<file path="src/rtl/apu_frame_sequencer.sv">
// Frame sequencer: divides the system clock into APU frame steps and issues quarter/half-frame pulses.
// Optional frame IRQ (flag, inhibit bit, irq_ack) is built only when APU_FRAME_IRQ_EN is defined.
module apu_frame_sequencer #(
   parameter int STEP_DIV = 7457
) (
   input  logic       clk,
   input  logic       rst,
   input  logic       wr_en,
   input  logic [7:0] wr_data,
   input  logic       irq_ack,
   output logic       quarter_tick,
   output logic       half_tick,
   output logic       irq,
   output logic [2:0] step,
   output logic       mode
);

   localparam int DIV_W = (STEP_DIV > 2) ? $clog2(STEP_DIV) : 1;
   localparam logic [DIV_W-1:0] DIV_LAST = DIV_W'(STEP_DIV - 1);

   logic [DIV_W-1:0] div_q, div_d;
   logic [2:0]       step_q, step_d;
   logic             mode_q, mode_d;
   logic             quarter_q, quarter_d;
   logic             half_q, half_d;
   logic             step_evt;

   // A write restarts the schedule and wins over a coincident terminal count.
   always_comb begin
      div_d     = div_q + DIV_W'(1);
      step_d    = step_q;
      mode_d    = mode_q;
      quarter_d = 1'b0;
      half_d    = 1'b0;
      step_evt  = 1'b0;
      if (wr_en) begin
         div_d     = '0;
         step_d    = 3'd0;
         mode_d    = wr_data[7];
         quarter_d = wr_data[7];
         half_d    = wr_data[7];
      end else if (div_q == DIV_LAST) begin
         div_d    = '0;
         step_evt = 1'b1;
         if (mode_q) begin
            quarter_d = (step_q != 3'd3);
            half_d    = (step_q == 3'd1) || (step_q == 3'd4);
            step_d    = (step_q >= 3'd4) ? 3'd0 : step_q + 3'd1;
         end else begin
            quarter_d = 1'b1;
            half_d    = (step_q == 3'd1) || (step_q == 3'd3);
            step_d    = (step_q >= 3'd3) ? 3'd0 : step_q + 3'd1;
         end
      end
   end

   always_ff @(posedge clk or posedge rst) begin
      if (rst) begin
         div_q     <= '0;
         step_q    <= 3'd0;
         mode_q    <= 1'b0;
         quarter_q <= 1'b0;
         half_q    <= 1'b0;
      end else begin
         div_q     <= div_d;
         step_q    <= step_d;
         mode_q    <= mode_d;
         quarter_q <= quarter_d;
         half_q    <= half_d;
      end
   end

`ifdef APU_FRAME_IRQ_EN
   logic inhibit_q, inhibit_d;
   logic irq_q, irq_d;
   logic unused_data;

   // Priority, lowest first so later assignments win: ack clear, step-3 set, inhibiting write.
   always_comb begin
      inhibit_d = inhibit_q;
      irq_d     = irq_q;
      if (irq_ack) irq_d = 1'b0;
      if (step_evt && !mode_q && (step_q == 3'd3) && !inhibit_q) irq_d = 1'b1;
      if (wr_en) begin
         inhibit_d = wr_data[6];
         if (wr_data[6]) irq_d = 1'b0;
      end
   end

   always_ff @(posedge clk or posedge rst) begin
      if (rst) begin
         inhibit_q <= 1'b0;
         irq_q     <= 1'b0;
      end else begin
         inhibit_q <= inhibit_d;
         irq_q     <= irq_d;
      end
   end

   assign unused_data = ^wr_data[5:0];
   assign irq         = irq_q;
`else
   logic unused_inputs;

   assign unused_inputs = ^{wr_data[6:0], irq_ack, step_evt};
   assign irq           = 1'b0;
`endif

   assign quarter_tick = quarter_q;
   assign half_tick    = half_q;
   assign step         = step_q;
   assign mode         = mode_q;

endmodule

</file>
<file path="config.mk">
export PLATFORM = sky130hd
export DESIGN_NAME = apu_frame_sequencer
export DESIGN_NICKNAME = d
export VERILOG_FILES = /design/src/rtl/apu_frame_sequencer.sv
export SDC_FILE = /design/constraint.sdc
export NUM_CORES = 1
export LEC_CHECK = 0
export CORE_MARGIN = 2
export CORE_UTILIZATION = 50
export DETAILED_ROUTE_END_ITERATION = 7
export PLACE_DENSITY = 0.77
export SYNTH_ARGS = -nofsm -noshare
export SYNTH_HDL_FRONTEND = slang
export SYNTH_SLANG_ARGS = --single-unit
</file>
<file path="constraint.sdc">
create_clock -name clk -period 2.66 [get_ports clk]
set_clock_uncertainty 0.15 [all_clocks]
set_input_delay 0.399 -clock clk [delete_from_list [all_inputs] [get_ports clk]]
set_output_delay 0.399 -clock clk [all_outputs]
set_load 0.03 [all_outputs]
</file>
==> metrics.md <==
| Metric | Value |
|---|---|
| Overall power | 0.495 mW |
| Yosys warns | 0 |
| Post-layout min period | 2080 ps |
| Initial core utilization | 0.526 |
| Pre-CTS setup slack | 620 ps |
| TritonCTS buffer count | 3 |
| Global Route Usage Sum | 0.163 |
| CP arrival | 2150 ps |
| Die X | 49.2 um |
| Placed insts | 137 |
| Number of global-route vias before repair | 688 |
| Worst Tran Pin Value | 693 ps |
| CP startpoint | div_q[0] |
| Number of setup buffers added after CTS | 0 |
| Drt wl/cell | 12.7 um |
| Post-route ant nets | 0 |
| Final period util | 0.781 |
| Post-synth cell types | 31 |
| VDD IR max | 0.402 mV |
| Total vias in the final route | 742 |
| Initial antenna violation count | 0 |
| Register area share after synthesis | 0.465 |
| Setup_tns | 0 ps |
| Final Cell Area | 1160 um2 |
| Global placer's final weighted congestion | 0.831 |
| Leakage power | 0.520 nW |
| Yosys reg bits | 19 |
| Final WL | 1790 um |
| Multi-input gate area | 504 um2 |
| Clk slew on worst S/H paths | 110 ps |
| Asr flop ratio synth | 1.00 |
| WP data required | 2740 ps |
| Placed instance area | 1130 um2 |
| Layout cell share with drive strength beyond 1 | 0.0614 |
| R2R Setup Slk | 580 ps |
| HPWL Detailed | 1260 um |
| CTS max path bufs | 2 |
| Worst-path fanout max | 9 |
| Syn avg cell area | 9.92 um2 |
| P&R area growth vs syn | 13.5% |
| Register area | 475 um2 |
| Drt first pass iters | 4 |
| Non-filler cells, final | 141 |
| Achievable frequency | 481 MHz |
| Final core occ | 0.597 |
| Later-pin clock latency in the skew report | 300 ps |
| Rel. slew slack | 0.538 |
| Setup violators final | 0 |
| H-tree Lvls | 1 |
| # diodes | 0 |
| RSZ-0062 raised after global routing | no |
| IO Count | 19 |
| Die Span Y | 49.2 um |
| Syn Inst Count | 103 |
| Core Area | 1940 um2 |
| CTS root buf | clkbuf_4 |
| CTS sink cnt | 19 |
| Worst setup margin | 583 ps |
| Main synth FF type | dfrtp_1 |
| Max-cap violation count | 0 |
| # fillers | 168 |
| Worst r2r src | div_q[0] |
| Reg2reg path depth | 6 |
| Synthesized net count | 122 |
| Final hold viol count | 0 |
| RR Endpoint | step[1] |
| CTS resizes | 0 |
| DRC Markers | 0 |
| Total grt overflow | 0 |
| First-pass GRT wire length | 3030 um |
| Placement Rows | 16 |
| CTS tree | built |
| Final-stage net count | 134 |
| Cell area after synthesis | 1020 um2 |
| PwrDens | 427 nW/um2 |
| Worst Setup Start Kind | flop |
| Buffers on Ports | 9 |
| Fin. max-slew vios | 0 |
| Initial DRC count | 21 |
| Largest net degree at the start of global routing | 20 |
| Status | completed |
| WS Path Type | reg -> reg |
| WHS | 340 ps |
| Worst Setup End Kind | flop |
| Post-cts hold buffer count | 0 |
| Die Area | 2420 um2 |
| Post-synth EDFFs | 0 |
| Via density | 5.26 |
| Hold Crit Class | in -> async |
[power breakdown]
part | switching (mW) | internal [mW] | total [mW]
clock | 0.0884 | 0.0585 | 0.147
combinational | 0.0274 | 0.0167 | 0.0442
sequential | 0.00853 | 0.295 | 0.304
[how the worst max path moves through the flow]
stage | end | depth (start not counted)
2_1_floorplan | step[1] | 6
3_3_place_gp | step[1] | 6
3_5_place_dp | step[1] | 6
4_1_cts | step[1] | 6
5_1_grt | step[1] | 6
6_report | step[1] | 6
[per-layer routing]
| layer | up-vias | track usage | share of wire |
|---|---|---|---|
| met2 | 15 | 0.268 | 0.47 |
| met5 | - | 0 | 0 |
| met1 | 353 | 0.217 | 0.48 |
| met4 | 0 | 0.0667 | 0.014 |
| met3 | 2 | 0.0184 | 0.031 |
| li1 | 372 | - | - |
[cell families after synthesis]
group,after synthesis,share of synthesized area
buffers and inverters,10,0.0416
xor gates and xnor gates,11,0.0942
DFF,19,0.465
AOI/OAI and AO/OA,9,0.0600
adders and majority gates,7,0.0857
and+or+nand+nor,46,0.250
other,1,0.00367
[Yosys cell counts, types with 3 or more instances]
master / n / area [um2]
dfrtp_1: 19 / 475
nor2_1: 15 / 56.3
inv_1: 8 / 30.0
nand2_1: 8 / 30.0
ha_1: 7 / 87.6
xor2_1: 6 / 52.6
xnor2_1: 5 / 43.8
nand3_1: 4 / 20.0
a21oi_1: 3 / 15.0
nand4_1: 3 / 18.8
nor3_1: 3 / 15.0
[layout by cell type (no fill, tap or decap), drive strengths merged]
cell type,instances
or4b,1
nor4,1
inv,8
conb,1
xnor2,5
a221oi,1
or4,1
ha,7
o31ai,1
a21oi,3
clkdlybuf4s50,9
and4,2
nand4,4
nor2,15
nand3,4
or2b,1
nand2,8
clkbuf,4
and4bb,1
nor3,3
nor2b,2
nor4b,1
and3,1
o21ai,1
dfrtp,19
and2,1
a211o,1
xor2,6
a211oi,2
[worst max-delay path, stage by stage (launching register included)]
cell and delay [ps]:
dfrtp_1 440, inv_1 80, ha_1 130, nor4b_2 260
nand4_2 250, or4b_1 530, a21oi_1 160
[final cells by class]
class / instances / share of cell area
clock buffers: 4 / 0.0227
inverters: 8 / 0.0259
multi-input cells: 74 / 0.435
flip-flops and latches: 19 / 0.410
well taps: 27 / 0.0291
repair buffers: 9 / 0.0777
[flip-flops by register name (all words and copies together) (netlist names)]
name and flops:
mode 1, quarter_tick 1, div_q 13, half_tick 1, step 3
(Power assumes the default switching activity.)
